$ cat src/rtl/cpu_clock_controller.sv
// cpu_clock_controller: run/step/halt sequencer emitting one-cycle CPU clock-enable pulses.
// Latency: cpu_en registered; step press -> cpu_en after 2 sync + DEBOUNCE_CYCLES + 1 edge + 1 FSM cycles.
// Backpressure: none; cpu_halt freezes pulses until a debounced go press. Macro CYCLE_COUNTER_EN adds cycle_cnt.
module cpu_clock_controller #(
  parameter int FAST_DIV        = 2,
  parameter int SLOW_DIV        = 1000000,
  parameter int DEBOUNCE_CYCLES = 100000
) (
  input  logic        clk,
  input  logic        rst_n,
  input  logic        frequency,
  input  logic        run_sw,
  input  logic        step_btn,
  input  logic        go_btn,
  input  logic        cpu_halt,
  output logic        cpu_en,
  output logic [1:0]  state
`ifdef CYCLE_COUNTER_EN
  ,
  output logic [31:0] cycle_cnt
`endif
);

  // Rate counter is sized for the larger divider plus one bit of headroom.
  localparam int MAX_DIV = (FAST_DIV > SLOW_DIV) ? FAST_DIV : SLOW_DIV;
  localparam int CW      = $clog2(MAX_DIV) + 1;
  localparam logic [CW-1:0] FAST_LAST = CW'(FAST_DIV - 1);
  localparam logic [CW-1:0] SLOW_LAST = CW'(SLOW_DIV - 1);

  localparam int DW = $clog2(DEBOUNCE_CYCLES) + 1;
  localparam logic [DW-1:0] DB_LAST = DW'(DEBOUNCE_CYCLES - 1);

  // Bit positions of the asynchronous inputs inside the synchronizer vectors.
  localparam int I_FREQ = 0;
  localparam int I_RUN  = 1;
  localparam int I_STEP = 2;

  typedef enum logic [1:0] {
    IDLE   = 2'b00,
    RUN    = 2'b01,
    STEP   = 2'b10,
    HALTED = 2'b11
  } state_t;

  state_t          fsm;
  logic [3:0]      meta;
  logic [3:0]      sync;
  logic            frequency_s;
  logic            run_sw_s;
  logic [CW-1:0]   rate_cnt;
  logic [CW-1:0]   div_last;
  logic            tick;
  logic [1:0]      db_level;
  logic [DW-1:0]   db_cnt [2];
  logic [1:0]      db_rise;
  logic            step_p;
  logic            go_p;

  assign frequency_s = sync[I_FREQ];
  assign run_sw_s    = sync[I_RUN];
  assign step_p      = db_rise[0];
  assign go_p        = db_rise[1];
  assign state       = fsm;

  // Two-flop synchronizers for the switches and buttons.
  always_ff @(posedge clk) begin
    if (!rst_n) begin
      meta <= '0;
      sync <= '0;
    end else begin
      meta <= {go_btn, step_btn, run_sw, frequency};
      sync <= meta;
    end
  end

  // Free-running rate counter; >= lets a mid-count switch to a smaller divider wrap at once.
  assign div_last = frequency_s ? FAST_LAST : SLOW_LAST;
  assign tick     = (rate_cnt >= div_last);

  always_ff @(posedge clk) begin
    if (!rst_n) begin
      rate_cnt <= '0;
    end else if (tick) begin
      rate_cnt <= '0;
    end else begin
      rate_cnt <= rate_cnt + 1'b1;
    end
  end

  // Debounce step (index 0) and go (index 1): accept a new level after it differs from the
  // accepted one for DEBOUNCE_CYCLES consecutive cycles; an accepted rise gives a one-cycle pulse.
  always_ff @(posedge clk) begin
    if (!rst_n) begin
      db_level <= '0;
      db_rise  <= '0;
      for (int i = 0; i < 2; i++) begin
        db_cnt[i] <= '0;
      end
    end else begin
      for (int i = 0; i < 2; i++) begin
        if (sync[I_STEP + i] == db_level[i]) begin
          db_cnt[i]  <= '0;
          db_rise[i] <= 1'b0;
        end else if (db_cnt[i] >= DB_LAST) begin
          db_cnt[i]   <= '0;
          db_level[i] <= sync[I_STEP + i];
          db_rise[i]  <= sync[I_STEP + i];
        end else begin
          db_cnt[i]  <= db_cnt[i] + 1'b1;
          db_rise[i] <= 1'b0;
        end
      end
    end
  end

  // Sequencer FSM with registered cpu_en; halt beats a coincident tick, as does a run_sw drop.
  always_ff @(posedge clk) begin
    if (!rst_n) begin
      fsm    <= IDLE;
      cpu_en <= 1'b0;
    end else begin
      case (fsm)
        IDLE: begin
          cpu_en <= 1'b0;
          if (cpu_halt) begin
            fsm <= HALTED;
          end else if (run_sw_s) begin
            fsm <= RUN;
          end else if (step_p) begin
            fsm <= STEP;
          end
        end
        RUN: begin
          cpu_en <= tick && !cpu_halt && run_sw_s;
          if (cpu_halt) begin
            fsm <= HALTED;
          end else if (!run_sw_s) begin
            fsm <= IDLE;
          end
        end
        STEP: begin
          cpu_en <= 1'b1;
          fsm    <= IDLE;
        end
        HALTED: begin
          // The go release pulse lets the CPU retire the instruction that halted it.
          cpu_en <= go_p;
          if (go_p) begin
            fsm <= IDLE;
          end
        end
        default: begin
          cpu_en <= 1'b0;
          fsm    <= IDLE;
        end
      endcase
    end
  end

`ifdef CYCLE_COUNTER_EN
  // Count of enable pulses since reset, for the 7-segment display; wraps naturally.
  always_ff @(posedge clk) begin
    if (!rst_n) begin
      cycle_cnt <= '0;
    end else if (cpu_en) begin
      cycle_cnt <= cycle_cnt + 32'd1;
    end
  end
`endif

endmodule

$ cat config.mk
export PLATFORM = sky130hd
export DESIGN_NAME = cpu_clock_controller
export DESIGN_NICKNAME = d
export VERILOG_FILES = /design/src/rtl/cpu_clock_controller.sv
export SDC_FILE = /design/constraint.sdc
export NUM_CORES = 1
export LEC_CHECK = 0
export ABC_AREA = 1
export ABC_CLOCK_PERIOD_IN_PS = 1900
export CORE_MARGIN = 4
export CORE_UTILIZATION = 35
export CTS_BUF_LIST = sky130_fd_sc_hd__clkbuf_4 sky130_fd_sc_hd__clkbuf_8
export DETAILED_ROUTE_END_ITERATION = 8
export GPL_TIMING_DRIVEN = 1
export HOLD_SLACK_MARGIN = 0.08
export PLACE_DENSITY = 0.51
export SYNTH_ARGS = -nofsm -noshare
export SYNTH_HDL_FRONTEND = slang
export SYNTH_SLANG_ARGS = --single-unit
export TNS_END_PERCENT = 1
$ cat constraint.sdc
create_clock -name clk -period 1.9 [get_ports clk]
set_clock_uncertainty 0.15 [all_clocks]
set_input_delay 0.38 -clock clk [delete_from_list [all_inputs] [get_ports clk]]
set_output_delay 0.38 -clock clk [all_outputs]
set_load 0.03 [all_outputs]
==> results of run 1 <==
-- logic make-up after synthesis --
family,after synthesis,synth area share
AND/OR/NAND/NOR,278,0.329
flip-flops,72,0.442
buffers and inverters,71,0.0687
XOR/XNOR,38,0.0816
AO/OA/AOI/OAI,27,0.0338
adder cells (fa/ha/maj),14,0.0430
other,2,0.00184
-- worst register-to-register path, cell delays in order, from the launching register on --
cell and delay, ns:
edfxtp_1 0.42, ha_1 0.23, nand2_1 0.12, o21ai_0 0.10
nand2_1 0.08, nand2_1 0.07, nand2_2 0.11, nand3_4 0.20
a21oi_1 0.20
-- final cells by class --
type / instances / area [µm²]
clock buffer: 10 / 131
clock inverter: 6 / 58.8
fill: 1193 / 6670
inverter: 66 / 248
multi-input combinational: 395 / 2140
sequential: 72 / 1810
tap: 143 / 179
timing repair buffer: 19 / 186
-- report_power, final --
group / total [mW] / switching (mW) / internal [mW] / leakage, nW
Sequential: 1.75 / 0.0638 / 1.69 / 0.664
Combinational: 0.238 / 0.143 / 0.0950 / 1.24
Clock: 1.20 / 0.582 / 0.615 / 0.0998
Total: 3.19 / 0.789 / 2.40 / 2.00
-- stage by stage --
step                std cells  TNS [ns]  instance area, µm²  hold slack [ns]
finish                    711         0                4750            0.259
global route              711    -0.881                4750            0.281
CTS                       709   -0.0151                4710            0.262
detailed placement        693     -2.82                4520            0.249
global placement          693    -0.590                4520            0.249
floorplan                 538         0                4210            0.240
-- cells in the final DEF (no fill, tap or decap), types with 2 or more instances in the layout --
master and instances:
inv_2 2, conb_1 38, buf_4 8, xnor2_1 15
o21ai_0 9, clkdlybuf4s50_1 6, nand3_4 2, or2_1 2
nor2_1 86, nand3_2 3, clkbuf_8 9, dfxtp_1 35
nand2_1 100, o21ai_1 2, nor2_2 18, nor3_1 7
a21oi_1 15, buf_12 2, nor3_2 7, dlygate4sd2_1 3
nand2_2 8, clkinv_2 3, nand3b_1 2, nand4_1 14
nand3_1 21, xor2_1 23, inv_1 64, ha_1 13
edfxtp_1 36, nor2_4 4
-- synthesized netlist by cell type (4+ instances only) --
master	number	area share
nand2_1	100	0.092
nor2_1	86	0.079
inv_1	64	0.059
dfxtp_1	36	0.18
edfxtp_1	36	0.27
xor2_1	23	0.049
nand3_1	21	0.026
nor2_2	18	0.028
a21oi_1	15	0.018
xnor2_1	15	0.032
ha_1	14	0.043
nand4_1	14	0.021
o21ai_0	9	0.011
nand2_2	8	0.012
nor3_1	7	0.0086
nor3_2	7	0.017
nand3_2	4	0.0098
nor2_4	4	0.011
-- sequential cells by signal, summed over array words and instances (netlist names) --
name	count
cpu_en	1
db_cnt	36
db_level	2
db_rise	2
meta	4
rate_cnt	21
state	2
sync	4
-- final timing paths --
kind | start | to | slack, ns | depth (start not counted)
max | db_cnt[1][0] | db_cnt[1][14] | 0.08 | 8
min | meta[0] | sync[0] | 0.26 | 2
max reg2reg | db_cnt[1][0] | db_cnt[1][14] | 0.08 | 8
min reg2reg | meta[0] | sync[0] | 0.26 | 2
-- per-layer routing --
| metal | GRT usage | vias to the layer above | wire, µm |
|---|---|---|---|
| li1 | - | 1681 | - |
| met1 | 0.161 | 1397 | 3710 |
| met2 | 0.209 | 31 | 3590 |
| met3 | 0.0334 | 13 | 246 |
| met4 | 0.0588 | 0 | 185 |
| met5 | 0 | - | 0 |
-- timing repair --
| item | in CTS | in global routing |
|---|---|---|
| setup endpoints to repair | 41 | 56 |
| gates cloned | 0 | 0 |
| pin swaps | 1 | 1 |
| gates resized for setup | 5 | 2 |
| buffers inserted | 0 | 2 |
==> results.ini, run 1 <==
[worst_setup_path]
crit_path_start_kind = flip-flop
crit_type = reg -> reg
cp.required_ns = 1.95
cpMaxStageDelayCell = edfxtp_1
worstPathCellList = ha_1 > nand2_1 > o21ai_0 > nand2_1 > nand2_1 > nand2_2 > nand3_4 > a21oi_1
end_kind = flip-flop
critPathArrivalTime_ns = 1.87
critPathTopFamily = simple AND/OR/NAND/NOR gates
crit_top_cell = nand2_1
path_buf_inv = 0
crit_fanout = 17
max_stage_delay_ns = 0.42

[global_routing]
grt.total_usage = 0.129
grt_pass1_vias = 3081
grt_max_degree = 22
antenna_found_initial = 0
grt_remaining_overflow = 0
grt_pass1_wl_um = 13700

[cells_and_area]
drive_above_1_share = 0.132
layout.nets = 584
final_core_util = 0.416
antenna_cells = 0
syn2layout_area_growth_pct = 16.5

[synth]
yosysSeqAreaShare = 0.442
yosys_warnings = 0
syn-cell-area_mm2 = 0.00408
synth-seq-cells = 72
synth.avg_cell_area_um2 = 8.12
synthFlopType = edfxtp_1
synthArstFlopShare = 0
synth_edf_count = 36
synthCells = 502
synth.distinct_cells = 33

[worst_hold_path]
holdCritPathClass = reg -> reg

[timing]
drv_slew = 0
finalCritPeriodShare = 0.959
finalSetupViolCount = 0
clock.fmax_ghz = 0.549
hold_viol = 0
setup_ws_ns = 0.0782
period_needed_ns = 1.82
rsz0062_at_grt = yes

[drt]
drt.antenna.violating_nets = 0
drc_errors = 0
wire_per_inst_um = 10.9
routed_wl_um = 7740
viasPerCell = 4.39
dr.pass1.iters = 4
dr_total_vias = 3122
drt-initial-drc-count = 176

[clock_network]
root_buffer = clkbuf_8
cts.path.max_buffers = 2
clkLatencyLatePin_ns = 0.35
cts_hold_buffers = 0
clk_pin_slew_ns = 0.08
numCtsBuffers = 9
clkSinkCount = 72
htreeDepth = 3
cts_tree = done

[floorplanning]
coreArea_mm2 = 0.0114
ios = 10
dieHeight_um = 116
die_w_um = 116
row_count = 39
initial_core_util = 0.357
dieArea_mm2 = 0.0134

[placement]
port_buffers = 9
hpwl_um = 5970
dp_slack_ns = -0.111
gp_routability_congestion = 0.787

[run]
drv_cap = 0

[outcome]
status = finished, final reports clean

[power_and_ir_drop]
power.leakage_nw = 2.00
total_power_mw = 3.19
power_density_mw_per_mm2 = 671
ir_worst_vdd_mv = 0.413

Power figures use the tool's default switching activity.
==> run 2: changes to the inputs <==
--- a/config.mk
+++ b/config.mk
@@ -6,7 +6,7 @@
 export NUM_CORES = 1
 export LEC_CHECK = 0
 export ABC_AREA = 1
-export ABC_CLOCK_PERIOD_IN_PS = 1900
+export ABC_CLOCK_PERIOD_IN_PS = 2100
 export CORE_MARGIN = 4
 export CORE_UTILIZATION = 35
 export CTS_BUF_LIST = sky130_fd_sc_hd__clkbuf_4 sky130_fd_sc_hd__clkbuf_8
==> constraint.sdc (replaced) <==
create_clock -name clk -period 2.1 [get_ports clk]
set_clock_uncertainty 0.15 [all_clocks]
set_input_delay 0.42 -clock clk [delete_from_list [all_inputs] [get_ports clk]]
set_output_delay 0.42 -clock clk [all_outputs]
set_load 0.03 [all_outputs]
==> results.ini, run 2 (synthesis results as in run 1) <==
[clock_network]
clkSinkCount = 72  ; unchanged
clk_pin_slew_ns = 0.08  ; about the same
root_buffer = clkbuf_8
numCtsBuffers = 9  ; unchanged
cts.path.max_buffers = 2  ; unchanged
cts_tree = done
cts_hold_buffers = 0  ; unchanged
htreeDepth = 3  ; unchanged
clkLatencyLatePin_ns = 0.36  ; about the same

[drt]
wl_met1_um = 3760  ; +1.4%
routed_wl_um = 7820  ; +1.0%
routed-wl-met3_um = 232  ; -5.7%
dr.pass1.iters = 4  ; unchanged
wire_per_inst_um = 11.1  ; +2.2%
drt.antenna.violating_nets = 0  ; unchanged
viasPerCell = 4.42  ; +0.65%
drt-initial-drc-count = 166  ; -5.7%
drc_errors = 0  ; unchanged
dr.max_layer_used = met4
wl_met2_um = 3650  ; +1.5%
dr_total_vias = 3107  ; -0.48%

[run]
drv_cap = 0  ; unchanged

[power_and_ir_drop]
power.leakage_nw = 1.94  ; -2.9%
power_density_mw_per_mm2 = 604  ; -9.9%
total_power_mw = 2.81  ; -12%
ir_worst_vdd_mv = 0.235  ; -43%

[placement]
hpwl_um = 5940  ; -0.49%
gp_routability_congestion = 0.807  ; +2.6%
dpl_cell_area_mm2 = 0.00448  ; -1.0%
placed_cells = 687  ; -0.87%
port_buffers = 9  ; unchanged

[cells_and_area]
largest_register_ffs = 36  ; unchanged
layout.nets = 576  ; -1.4%
nFillCells = 1210  ; +1.4%
finalNonFillerCells = 703  ; -1.1%
drive_above_1_share = 0.116  ; -0.0160
antenna_cells = 0  ; unchanged
syn2layout_area_growth_pct = 14.1
finish.instance_area_mm2 = 0.00465  ; -2.0%
regMostFlops = db_cnt
mostFrequentLayoutCells = nand2_1 (100), nor2_1 (86), inv_1 (64)
final_common_cell = nand2_1
reg_top3 = db_cnt: 36 flops, rate_cnt: 21 flops
final_core_util = 0.408  ; -0.00844

[floorplanning]
initial_core_util = 0.357  ; unchanged
dieHeight_um = 116  ; unchanged
ios = 10  ; unchanged
die_w_um = 116  ; unchanged
coreArea_mm2 = 0.0114  ; unchanged
dieArea_mm2 = 0.0134  ; unchanged
row_count = 39  ; unchanged

[worst_setup_path]
critPathArrivalTime_ns = 1.97  ; +0.10 ns
crit_path_start_kind = flip-flop
cp.required_ns = 2.14  ; +0.19 ns
crit_fanout = 17  ; unchanged
crit_type = reg -> reg
end_kind = flip-flop

[global_routing]
grt.total_usage = 0.128  ; -0.000453
grt_pass1_wl_um = 13600  ; -0.66%
antenna_found_initial = 0  ; unchanged
grt_remaining_overflow = 0  ; unchanged
grt_pass1_vias = 2979  ; -3.3%
grt_max_degree = 22  ; unchanged

[timing]
period_needed_ns = 1.93  ; +0.105 ns
drv_slew = 0  ; unchanged
finalSetupViolCount = 0  ; unchanged
finalCritPeriodShare = 0.918  ; -0.0412
clock.fmax_ghz = 0.519  ; -5.5%
hold_viol = 0  ; unchanged
rsz0062_at_grt = yes

[worst_hold_path]
holdCritPathClass = reg -> reg

[outcome]
status = finished, final reports clean

## run 2: worst max-delay path, cell delays in order, from the launching register on
cell and delay [ns]:
edfxtp_1 0.42, ha_1 0.26, nand3_2 0.12, nor2_1 0.05, nand2_1 0.07, nand3_2 0.08, nand2_2 0.11, nand4_4 0.30
nor2_1 0.22
## run 2: where the power goes
part	switching (mW)	internal, mW	leakage (nW)
logic	0.128	0.0821	1.19
clock network	0.519	0.499	0.0919
registers	0.0579	1.53	0.664
total	0.705	2.11	1.94
## run 2: layout make-up
type / count / area, µm² / area share
clock buffer: 13 / 160 / 0.0344
clock inverter: 3 / 17.5 / 0.00376
inverter: 66 / 248 / 0.0532
multi-input combinational: 395 / 2130 / 0.458
sequential: 72 / 1800 / 0.387
tap: 143 / 179 / 0.0385
timing repair buffer: 11 / 115 / 0.0247
## run 2: final timing paths
| kind | end | startpoint | slack [ns] | depth (start not counted) |
|---|---|---|---|---|
| worst max-delay path | db_cnt[0][13] | db_cnt[0][0] | 0.17 | 8 |
| worst min-delay path | sync[2] | meta[2] | 0.27 | 2 |
| worst max register to register | db_cnt[0][13] | db_cnt[0][0] | 0.17 | 8 |
| worst min register to register | sync[2] | meta[2] | 0.27 | 2 |
## run 2: metal layers
layer,GRT usage,up-vias
met3,0.0292,11
met1,0.163,1399
li1,-,1669
met2,0.207,28
met5,0,-
met4,0.0611,0
## run 2: repair_timing
| action | CTS | global route |
|---|---|---|
| setup buffers | 0 | 0 |
| gates cloned | 0 | 0 |
| setup endpoints to repair | 2 | 23 |
| gates resized for setup | 2 | 1 |
## run 2: through the flow
stage | hold WS [ns] | setup TNS (ns) | setup WS [ns]
after global routing | 0.282 | -0.0209 | -0.0136
after floorplan | 0.240 | 0 | 0.363
final | 0.266 | 0 | 0.173
after detailed placement | 0.253 | 0 | 0.00567
after CTS | 0.270 | 0 | 0.0724
after global placement | 0.253 | 0 | 0.0776
